`config.mk`:
```
export PLATFORM = sky130hd
export DESIGN_NAME = lsu_mem_arbiter
export DESIGN_NICKNAME = d
export VERILOG_FILES = /design/src/rtl/lsu_mem_arbiter.sv
export SDC_FILE = /design/constraint.sdc
export NUM_CORES = 1
export LEC_CHECK = 0
export CAP_MARGIN = 40
export CORE_AREA = 2 2 509 511
export CTS_CLUSTER_SIZE = 20
export DETAILED_ROUTE_END_ITERATION = 6
export DIE_AREA = 0 0 511 513
export MAX_ROUTING_LAYER = met4
export SETUP_SLACK_MARGIN = 0.3
export SYNTH_ARGS = -nofsm -noshare
export SYNTH_HDL_FRONTEND = slang
export SYNTH_SLANG_ARGS = --single-unit
```
`constraint.sdc`:
```
create_clock -name clk -period 2.8 [get_ports clk]
set_input_delay 0.56 -clock clk [delete_from_list [all_inputs] [get_ports clk]]
set_output_delay 0.56 -clock clk [all_outputs]
set_load 0.02 [all_outputs]
```
`src/rtl/lsu_mem_arbiter.sv`:
```
// Single-port data-memory arbiter between committed stores and the oldest issuable load.
// One request is in flight at a time, and a streak counter bounds how long stores can starve loads.
module lsu_mem_arbiter #(
   parameter int unsigned XLEN          = 32,
   parameter int unsigned ROB_TAG_WIDTH = 32,
   parameter int unsigned LDQ_SIZE      = 16,
   parameter int unsigned STQ_SIZE      = 16,
   parameter int unsigned STARVE_LIMIT  = 4
) (
   input  logic                                   clk,
   input  logic                                   reset,
   input  logic [LDQ_SIZE-1:0]                    ldq_valid,
   input  logic [LDQ_SIZE-1:0]                    ldq_address_valid,
   input  logic [LDQ_SIZE-1:0]                    ldq_executed,
   input  logic [LDQ_SIZE-1:0]                    ldq_order_fail,
   input  logic [LDQ_SIZE-1:0][XLEN-1:0]          ldq_address,
   input  logic [LDQ_SIZE-1:0][ROB_TAG_WIDTH-1:0] ldq_rob_tag,
   input  logic [$clog2(LDQ_SIZE)-1:0]            ldq_head,
   input  logic                                   stq_req_valid,
   input  logic [XLEN-1:0]                        stq_req_addr,
   input  logic [XLEN-1:0]                        stq_req_data,
   input  logic [$clog2(STQ_SIZE)-1:0]            stq_req_index,
   output logic                                   stq_req_ready,
   output logic                                   mem_req_valid,
   input  logic                                   mem_req_ready,
   output logic                                   mem_req_write,
   output logic [XLEN-1:0]                        mem_req_addr,
   output logic [XLEN-1:0]                        mem_req_wdata,
   output logic [ROB_TAG_WIDTH-1:0]               mem_req_tag,
   output logic                                   load_executed,
   output logic [ROB_TAG_WIDTH-1:0]               load_executed_rob_tag
);

   localparam int unsigned LDQ_IW   = $clog2(LDQ_SIZE);
   localparam int unsigned STREAK_W = $clog2(STARVE_LIMIT + 1);
   localparam logic [STREAK_W-1:0] STREAK_MAX = STREAK_W'(STARVE_LIMIT);

   localparam logic [0:0] IDLE = 1'b0;
   localparam logic [0:0] REQ  = 1'b1;

   logic [0:0]               state, state_nxt;
   logic [STREAK_W-1:0]      streak, streak_nxt;
   logic                     write_nxt;
   logic [XLEN-1:0]          addr_nxt, wdata_nxt;
   logic [ROB_TAG_WIDTH-1:0] tag_nxt;

   logic [LDQ_SIZE-1:0]      eligible;
   logic                     load_found;
   logic [LDQ_IW-1:0]        load_idx;
   logic [LDQ_IW-1:0]        scan_idx;
   logic                     handshake;

   assign eligible = ldq_valid & ldq_address_valid & ~ldq_executed & ~ldq_order_fail;

   // Oldest eligible load: scan from the head with natural modulo wrap of the index.
   always_comb begin
      load_found = 1'b0;
      load_idx   = '0;
      scan_idx   = '0;
      for (int i = 0; i < int'(LDQ_SIZE); i++) begin
         scan_idx = ldq_head + LDQ_IW'(i);
         if (!load_found && eligible[scan_idx]) begin
            load_found = 1'b1;
            load_idx   = scan_idx;
         end
      end
   end

   always_comb begin
      state_nxt  = state;
      streak_nxt = streak;
      write_nxt  = mem_req_write;
      addr_nxt   = mem_req_addr;
      wdata_nxt  = mem_req_wdata;
      tag_nxt    = mem_req_tag;
      case (state)
         IDLE: begin
            if (stq_req_valid || load_found) begin
               state_nxt = REQ;
               // Store goes first unless it has already starved an eligible load long enough.
               if (stq_req_valid && ((streak < STREAK_MAX) || !load_found)) begin
                  write_nxt = 1'b1;
                  addr_nxt  = stq_req_addr;
                  wdata_nxt = stq_req_data;
                  tag_nxt   = ROB_TAG_WIDTH'(stq_req_index);
                  if (!load_found)
                     streak_nxt = '0;
                  else if (streak != STREAK_MAX)
                     streak_nxt = streak + STREAK_W'(1);
               end else begin
                  write_nxt  = 1'b0;
                  addr_nxt   = ldq_address[load_idx];
                  wdata_nxt  = '0;
                  tag_nxt    = ldq_rob_tag[load_idx];
                  streak_nxt = '0;
               end
            end
         end
         REQ: begin
            if (mem_req_ready) begin
               state_nxt = IDLE;
               write_nxt = 1'b0;
               addr_nxt  = '0;
               wdata_nxt = '0;
               tag_nxt   = '0;
            end
         end
         default: state_nxt = IDLE;
      endcase
   end

   always_ff @(posedge clk or negedge reset) begin
      if (!reset) begin
         state         <= IDLE;
         streak        <= '0;
         mem_req_write <= 1'b0;
         mem_req_addr  <= '0;
         mem_req_wdata <= '0;
         mem_req_tag   <= '0;
      end else begin
         state         <= state_nxt;
         streak        <= streak_nxt;
         mem_req_write <= write_nxt;
         mem_req_addr  <= addr_nxt;
         mem_req_wdata <= wdata_nxt;
         mem_req_tag   <= tag_nxt;
      end
   end

   assign mem_req_valid         = (state == REQ);
   assign handshake             = mem_req_valid & mem_req_ready;
   assign load_executed         = handshake & ~mem_req_write;
   assign stq_req_ready         = handshake & mem_req_write;
   assign load_executed_rob_tag = load_executed ? mem_req_tag : '0;

endmodule

```
# --- Word level (Yosys, flattened, before mapping) ---
# Index checks and enable logic that the tools add are counted.
totals:
  register_bits: 101
  inputBits: 1164
  output_inout_bits: 132
  wordCells: 179
op_classes:
  addsub: 16
  magnitude_cmp: 18
  n_eq_ne: 4
  n_mux: 89
  bitwise: 10
  reduce_logical: 36
ops:
  columns: ["operator", "count"]
  rows:
  - ["two-way mux 32 bit", 10]
  - ["binary-select mux 32 bit (select 4 bit)", 2]
  - ["one-hot mux 32 bit (2 select lines)", 3]
  - ["less-than comparator 4 x 5 -> 1 bit, second input constant", 17]
  - ["binary-select mux 1 bit (select 4 bit)", 16]
  - ["two-way mux 4 bit", 16]
  - ["bitwise AND 16 bit", 3]
  - ["two-way mux 1 bit", 37]
  - ["adder 4 bit, second input constant", 8]
  - ["NOT 16 bit", 2]
  - ["adder 4 x 3 -> 4 bit, second input constant", 4]
  - ["logical AND 1 bit", 16]
  - ["zero test 1 bit", 16]
  - ["two-way mux 3 bit", 3]
  - ["adder 4 x 2 -> 4 bit, second input constant", 2]
  - ["adder 4 x 1 -> 4 bit, second input constant", 1]
  - ["!= test 2 bit, second input constant", 2]
  - ["one-hot mux 1 bit (2 select lines)", 2]
  - ["adder 3 x 1 -> 3 bit, second input constant", 1]
  - ["bitwise AND 1 bit", 3]
  - ["less-than comparator 3 bit, second input constant", 1]
  - ["!= test 3 x 2 -> 1 bit, second input constant", 1]
  - ["!= test 3 bit, second input constant", 1]
  - ["AND reduction 3 bit", 1]
  - ["other kinds (3)", 5]

# --- Depth between registers and ports, before layout ---
# Gate-level depths: netlist of the first run.
depth:
  ltp_word: 57
  ltp_mapped: 22
  ltp_nobuf: 14

# --- Worst setup path after synthesis of the first run ---
# No wires, ideal clock.
synth_path:
  path_kind: "input -> register"
  startpoint: "input port ldq_head[0]"
  endpoint: "register mem_req_tag[12]"
  setup_time_ns: 0.137
  arrival_ns: 4.677
  required_ns: 2.663
  path_slack_ns: -2.014
  stages: 20
  n_path_buf: 6
  cell_sequence: "buf_4 inv_2 buf_6 ha_1 buf_2 or2_2 o22ai_1 nor2_1 mux4_1 nand4_1 or3_1 clkbuf_1 a21oi_1 o21a_1 nor3_2 buf_2 clkbuf_1 mux4_2 a222oi_1 o31ai_1"
synth_between:
  elab_chain_len: 54
  elab_cells_between_ends: 120
  cone_classes: "add/sub: 15; eq/ne: 1; mux: 69; reduce/logical: 35"
synth_rtl:
  columns: ["item", "line_no", "text"]
  rows:
  - ["start, declared", "18", "input logic [$clog2(LDQ_SIZE)-1:0] ldq_head,"]
  - ["parallel branches: the longest is 54 deep, another holds adder 4 x 1 -> 4 bit", null, null]
  - ["end signal, assigned", "126", "mem_req_tag <= tag_nxt;"]
  - ["end, declared", "29", "output logic [ROB_TAG_WIDTH-1:0] mem_req_tag,"]
# Several ways; the timed one is not identified. The select of a mux whose other input is x is not followed.
# A chain may end at the register's enable or synchronous reset.

# --- Worst setup path in the final report of the first run ---
layout_path:
  startpoint: "input port ldq_head[1]"
  endpoint: "register mem_req_addr[30]"
layout_between:
  elab_chain_len: 54
  elab_cells_between_ends: 120
  cone_classes: "add/sub: 15; eq/ne: 1; mux: 69; reduce/logical: 35"
layout_rtl:
  columns: ["item", "line_no", "text"]
  rows:
  - ["parallel branches: the longest is 54 deep, another holds adder 4 x 1 -> 4 bit", null, null]
  - ["end signal, assigned", "124", "mem_req_addr <= addr_nxt;"]
  - ["end, declared", "27", "output logic [XLEN-1:0] mem_req_addr,"]
# Several ways; the timed one is not identified. The select of a mux whose other input is x is not followed.

==> results of run 1 <==
## where the power goes
| part | internal (uW) | switching (uW) |
|---|---|---|
| sequential | 1880 | 656 |
| clock | 652 | 1110 |
| combinational | 10700 | 12300 |
| total | 13200 | 14100 |
## logic make-up after synthesis
family	Yosys count
flops	101
compound gates	990
simple gates	251
buf+inv	549
mux	184
xor+xnor	13
fa+ha+maj	9
## worst max-delay path, cell delays in order
cell and delay [ns]:
buf_12 0.09, inv_8 0.04, ha_4 0.33, nand2b_4 0.07, buf_12 0.13, buf_6 0.10, o22a_1 0.20, and2_4 0.18
o2111a_2 0.32, a2111oi_4 0.37, o21ai_1 0.11, a221o_1 0.43, buf_6 0.17, a211oi_4 0.34, buf_4 0.19, buf_8 0.14
buf_12 0.16, buf_12 0.13, o41ai_1 0.08, buf_4 0.14, a41oi_2 0.16, nand4_1 0.45, o211ai_1 0.23
## how the worst min path moves through the flow
stage | startpoint | endpoint | slack [ns]
floorplan | reset | mem_req_addr[0] | 0.26
global placement | mem_req_wdata[0] | mem_req_wdata[0] | 0.49
detailed placement | mem_req_wdata[12] | mem_req_wdata[12] | 0.49
CTS | reset | mem_req_addr[18] | 0.06
global route | reset | mem_req_addr[2] | 0.1
finish | reset | mem_req_addr[2] | 0.08
## cell type report
| type | instances | area [um^2] |
|---|---|---|
| fill | 28700 | 212000 |
| timing repair buffer | 2053 | 21000 |
| multi-input combinational | 1447 | 14800 |
| tap | 3384 | 4230 |
| sequential | 101 | 2530 |
| inverter | 252 | 963 |
| antenna | 197 | 493 |
| clock buffer | 9 | 225 |
| clock inverter | 7 | 91.3 |
## metal layers
layer | vias up | GRT usage (%)
met5 | - | -
met4 | 0 | 9.68
met3 | 454 | 8.80
met2 | 2131 | 33.6
met1 | 14700 | 21.8
li1 | 12600 | -
## cells in the final DEF, fill, tap and decap left out, types with 12 or more instances in the layout
cell type and count:
a22oi_1 36, o2111ai_1 219, nand4_1 42, o2111ai_2 25, nand2_1 29, o221ai_1 20
a222oi_1 28, mux2_2 92, buf_12 108, diode_2 197, inv_1 247, a211oi_1 23
buf_16 18, buf_2 40, buf_8 22, o211ai_1 251, mux4_2 71, nor2_1 20
dfrtp_1 100, a22o_1 35, o21ai_0 13, o41ai_4 12, o41ai_1 113, buf_4 526
clkdlybuf4s50_1 1199, buf_6 91, mux2_4 12, a41oi_1 25, o31ai_1 22, clkbuf_16 28
and2_1 57, o41ai_2 19
## flip-flops by register name, summed over array words and instances (netlist names)
signal and count:
streak 3, mem_req_tag 32, mem_req_wdata 32, mem_req_write 1, mem_req_valid 1, mem_req_addr 32
## what timing repair did
item	CTS	global route
buffers inserted	88	68
cloned	9	22
hold buffers	0	0
gates resized for setup	546	215
setup endpoints to repair	141	140
pin swaps	75	123
## metrics by stage
stage                     instances  cell area [um^2]  worst slack [ns]  utilization [%]
final                          7450             44400             -1.95             17.3
after CTS                      7162             41600             -1.84             16.2
after global placement         7048             39000             -3.66             15.2
after floorplan                2097             17900             -1.87                -
after detailed placement       7049             39000             -3.67             15.2
after global routing           7435             44300             -2.00             17.3
==> qor.yml, run 1 <==
run_status:
  outcome: "complete, but fails checks"
  failed_checks: "DRC, setup timing"
timing:
  setup_violations: 108
  period_needed_ns: 4.75
  fin_crit_sh_pct: 170
  max_freq_mhz: 211
  final-max-slew-violation-count: 0
  setup_tns_ns: -149.64
  fin_ws_ns: -1.95
  finalHoldViolCount: 0
  rsz0062_at_grt: "true"
  whs_ns: 0.0829
  max_slew_margin_pct: 35.9
  tightest_slew_ns: 0.962
  finClkSkew_ns: 0.0494
die:
  core_um2: 256000
  dieHeight_um: 513
  start_util_pct: 6.86
  ios: 1296
  rows: 186
  dieArea_um2: 262000
  die_x_um: 511
synthesis:
  yosys_warnings: 0
  muxShareOfSynthArea_pct: 16.3
  synthFlopType: "dfrtp_1"
  synth-xor-area-share_pct: 0.648
  synth_common_cells: "o211ai_1 (251), inv_1 (248), o2111ai_1 (248)"
  async_reset_ff_share_pct: 100
  synth_edf_count: 0
  syn_inst: 2097
  yosysMostFrequentCell: "o211ai_1"
  syn_nets: 3270
  syn_avg_cell_area_um2: 8.38
  synth_top_family_by_area: "compound AO/OA/AOI/OAI gates"
  syn-cell-area_um2: 17600
  synth_compound_area_share_pct: 46.2
  ys_ff_latch: 101
  ys_seq_area_share_pct: 14.4
  yosys.area.top_type: "dfrtp_1"
  synth_simple_gate_area_share_pct: 9.09
  yosysUniqueCellTypes: 88
  synth_fa_ha_area_share_pct: 0.641
  synth.area.top_cells: "dfrtp_1 (14%), o2111ai_1 (12%), o211ai_1 (11%), mux4_2 (8.8%), o41ai_1 (7.2%)"
  synth.top_cell.area_share_pct: 14.4
worst_setup_path:
  endpoint: "mem_req_addr[30]"
  crit_start: "ldq_head[1]"
  worstRegToRegCells: 12
  critPathCaptureType: "flop"
  r2r_start: "streak[2]"
  crit_arrival_ns: 5.15
  cp.required_ns: 3.20
  cp_max_fo: 6
  r2r_slack_ns: -0.14
  rr_endpoint: "mem_req_addr[30]"
  critical_path_class: "input port to flop"
  cp-start-kind: "input port"
detailed_routing:
  dr_wl_met3_um: 31100
  drt-vias-per-instance: 4.02
  routed-wl-met2_um: 132000
  drt_wl_total_um: 283000
  drtPass1Iterations: 7
  wl_per_cell_um: 38.0
  drt_iter0_markers: 2741
  vias: 30000
  drc_errors: 1
  antenna_left: 0
  met1Wirelength_um: 104000
  highest_layer: "met4"
layout:
  nets: 5037
  area_growth_pct: 153
  drive_gt1_share_pct: 33.1
clock_network:
  cts_tree: "done"
  clkSinkCount: 101
  clock_path_buffers: 2
  insertion_delay_ns: 0.51
  cts-root-buf: "clkbuf_16"
  cts_made_buffers: 9
  h-tree-depth: 3
  cts.clk_slew.worst_paths_ns: 0.12
min_path:
  hold_class: "input port to asynchronous set/reset pin"
run:
  cap_violations: 0
global_route:
  antenna_found_initial: 250
  track_usage_pct: 20.8
  overflow: 0
  grt_max_degree: 80
  grt_pass1_vias: 29600
  grt_pass1_wl_um: 340000
place:
  hpwl_um: 239000
  portBuffers: 1295
  routabilityCongestion: 0.976
power_and_ir_drop:
  power_leakage_uw: 0.0161
  total_power_uw: 27400
  ir_drop_mv: 0.445
  p_per_area_nw_per_um2: 617
No activity file was read; power rests on OpenSTA's default activity.
==> run 2: changes to the inputs <==
- CORE_AREA: 2 2 509 511 -> 2 2 504 506
- DIE_AREA: 0 0 511 513 -> 0 0 506 508
- clock period: 2.8 -> 5.65 ns (I/O delays scaled with it)
==> run 2 against run 1 <==
Net effect: the run now ends clean; via count decreased by 2.5%; sequential cell count unchanged; worst setup slack better by 2.3 ns; register-to-register slack improved by 3.2 ns; critical path depth fell by 5; sequential power decreased by 50%; first-iteration DRC count decreased by 7.8%; design area fell by 5.6%; sequential share of layout area up 0.33 points; clock skew shrank 0.017 ns; wire length decreased by 11%; non-clock buffer count fell by 132; critical path type unchanged; critical endpoint is now mem_req_tag[25]; largest cell class unchanged; highest routed layer unchanged.
==> qor.yml, run 2 (synthesis results as in run 1) <==
min_path:
  hold_class: "flop to flop"
  min_from: "mem_req_wdata[5]"
  worstHoldPathCells: 1
  min_to: "mem_req_wdata[5]"
clock_network:
  clkSinkCount: 101  # unchanged
  cts_made_buffers: 9  # unchanged
  cts_hold_buf: 0  # unchanged
  insertion_delay_ns: 0.51  # about the same
  cts-root-buf: "clkbuf_16"
  cts.clk_slew.worst_paths_ns: 0.10  # -0.02 ns
  h-tree-depth: 3  # unchanged
  clock_path_buffers: 2  # unchanged
  cts_tree: "done"
timing:
  final-max-slew-violation-count: 0  # unchanged
  finalHoldViolCount: 0  # unchanged
  fin_crit_sh_pct: 94.5
  max_slew_margin_pct: 46.4  # +11 points
  setup_violations: 0  # -100%
  tightest_slew_ns: 0.804  # -0.158 ns
  max_freq_mhz: 187
  rsz0062_at_grt: "true"
  finClkSkew_ns: 0.0327  # -0.0167 ns
  period_needed_ns: 5.34
worst_setup_path:
  cp.required_ns: 5.96  # +2.76 ns
  critical_path_class: "input port to flop"
  r2r_start: "streak[2]"
  crit_path_frequent_cell: "buf_4"
  critPathCaptureType: "flop"
  worstRegToRegCells: 9  # -3
  cp-start-kind: "input port"
  cp_cell_sequence: "buf_12 > inv_8 > ha_4 > clkinvlp_4 > buf_4 > mux4_2 > mux4_2 > buf_4 > nor3_1 > buf_4 > nand3_4 > a32oi_4 > buf_4 > buf_12 > buf_12 > mux4_2 > a222oi_1 > o31ai_1"
  rr_endpoint: "mem_req_tag[25]"
  max_stage_delay_ns: 0.64  # +0.19 ns
  cp_max_fo: 7  # +1
  r2r_slack_ns: 3.03  # +3.17 ns
  worst_path_max_delay_cell: "a222oi_1"
  crit_arrival_ns: 5.65  # +0.50 ns
power_and_ir_drop:
  power_leakage_uw: 0.0150  # -6.7%
  p_per_area_nw_per_um2: 289  # -53%
  ir_drop_mv: 0.203  # -55%
  total_power_uw: 12100  # -56%
place:
  hpwl_um: 213000  # -11%
  routabilityCongestion: 0.954  # -2.2%
  portBuffers: 1295  # unchanged
global_route:
  grt_pass1_vias: 29300  # -1.1%
  overflow: 0  # unchanged
  track_usage_pct: 19.1  # -1.7 points
  grt_pass1_wl_um: 312000  # -8.2%
  antenna_found_initial: 158  # -37%
  grt_max_degree: 80  # unchanged
detailed_routing:
  drt-vias-per-instance: 4.04  # +0.43%
  drt_wl_total_um: 252000  # -11%
  drc_errors: 0  # -1
  antenna_left: 0  # unchanged
  drt_iter0_markers: 2527  # -7.8%
  wl_per_cell_um: 34.9  # -8.2%
  drtPass1Iterations: 7  # unchanged
  vias: 29200  # -2.5%
die:
  start_util_pct: 6.96  # +0.11 points
  dieHeight_um: 508  # -0.97%
  core_um2: 252000  # -1.5%
  dieArea_um2: 257000  # -1.9%
  ios: 1296  # unchanged
  die_x_um: 506  # -0.98%
  rows: 185  # -0.54%
layout:
  area_growth_pct: 138
  final_common_cell: "clkdlybuf4s50_1"
  top_regs: "mem_req_addr (32), mem_req_tag (32), mem_req_wdata (32)"
  drive_gt1_share_pct: 27.2  # -5.8 points
  postLayoutCoreUtil_pct: 16.6  # -0.71 points
  final_cell_mix: "clkdlybuf4s50_1 (1226), buf_4 (468), o211ai_1 (251), inv_1 (247), o2111ai_1 (236)"
  nets: 4905  # -2.6%
run:
  cap_violations: 0  # unchanged
run_status:
  outcome: "completed"
==> run 2: changes by cell type in the layout (fill, tap and decap cells not counted), moves of 15 or more <==
| cell | change |
|---|---|
| buf_2 | -37 |
| buf_4 | -58 |
| buf_6 | -48 |
| buf_8 | -20 |
| clkbuf_16 | -15 |
| clkdlybuf4s50_1 | +27 |
| diode_2 | -68 |
| dlygate4sd2_1 | +25 |
| o2111ai_1 | +17 |
| o2111ai_2 | -16 |
| o41ai_1 | +16 |
==> run 2: worst max path at each step <==
| stage | cells after the start | startpoint | to |
|---|---|---|---|
| detailed placement | 19 | ldq_head[1] | mem_req_addr[15] |
| global route | 25 | ldq_head[1] | mem_req_addr[26] |
| global placement | 19 | ldq_head[1] | mem_req_addr[15] |
| floorplan | 17 | ldq_head[0] | mem_req_tag[10] |
| CTS | 17 | ldq_executed[4] | mem_req_addr[15] |
| finish | 18 | ldq_head[1] | mem_req_tag[25] |
==> run 2: power by group <==
group          switching, uW  internal [uW]  total (uW)  leakage, uW
clock network            554            323         876     0.000152
registers                327            930        1260      0.00134
logic                   5520           4470        9990       0.0135
total                   6400           5720       12100       0.0150
==> run 2: cell type report <==
cell class                      instances  area [um^2]
Clock inverter                          7         83.8
Multi-Input combinational cell       1447        14200
Antenna cell                          129          323
Clock buffer                            9          225
Fill cell                           28200       210000
Inverter                              252          962
Timing Repair Buffer                 1921        19400
Sequential cell                       101         2530
Tap cell                             3366         4210
==> run 2: what timing repair did <==
item	4_1_cts	5_1_grt
pin swaps	66	71
endpoints found under the setup margin	64	64
gates cloned	10	4
setup buffers	77	39
resized for setup	255	145
==> run 2: layer usage <==
layer  vias to the layer above  track usage, %  share of wire, %
li1                      12300               -                 -
met1                     14600            20.7                37
met2                      1908            32.2                49
met3                       392            4.41               7.5
met4                         0            10.2               6.5
met5                         -               -                 0
==> run 2: worst max-delay path, delay by kind of cell <==
family / cells / cell delay [ns]
adder cells (fa/ha/maj): 1 / 0.34
AO/OA/AOI/OAI: 3 / 1.11
multiplexers: 3 / 1.45
buffers and inverters: 9 / 1.28
AND/OR/NAND/NOR: 2 / 0.30
==> run 2: per-stage QoR <==
stage	area, um^2	setup TNS [ns]	cells	setup slack (ns)	hold WS (ns)
CTS	40700	0	7060	0.286	0.517
floorplan	17600	0	2097	0.285	0.492
detailed placement	38500	-53.14	6957	-1.30	0.493
global route	41900	0	7221	0.262	0.534
finish	41900	0	7232	0.309	0.512
global placement	38400	-54.03	6956	-1.35	0.490
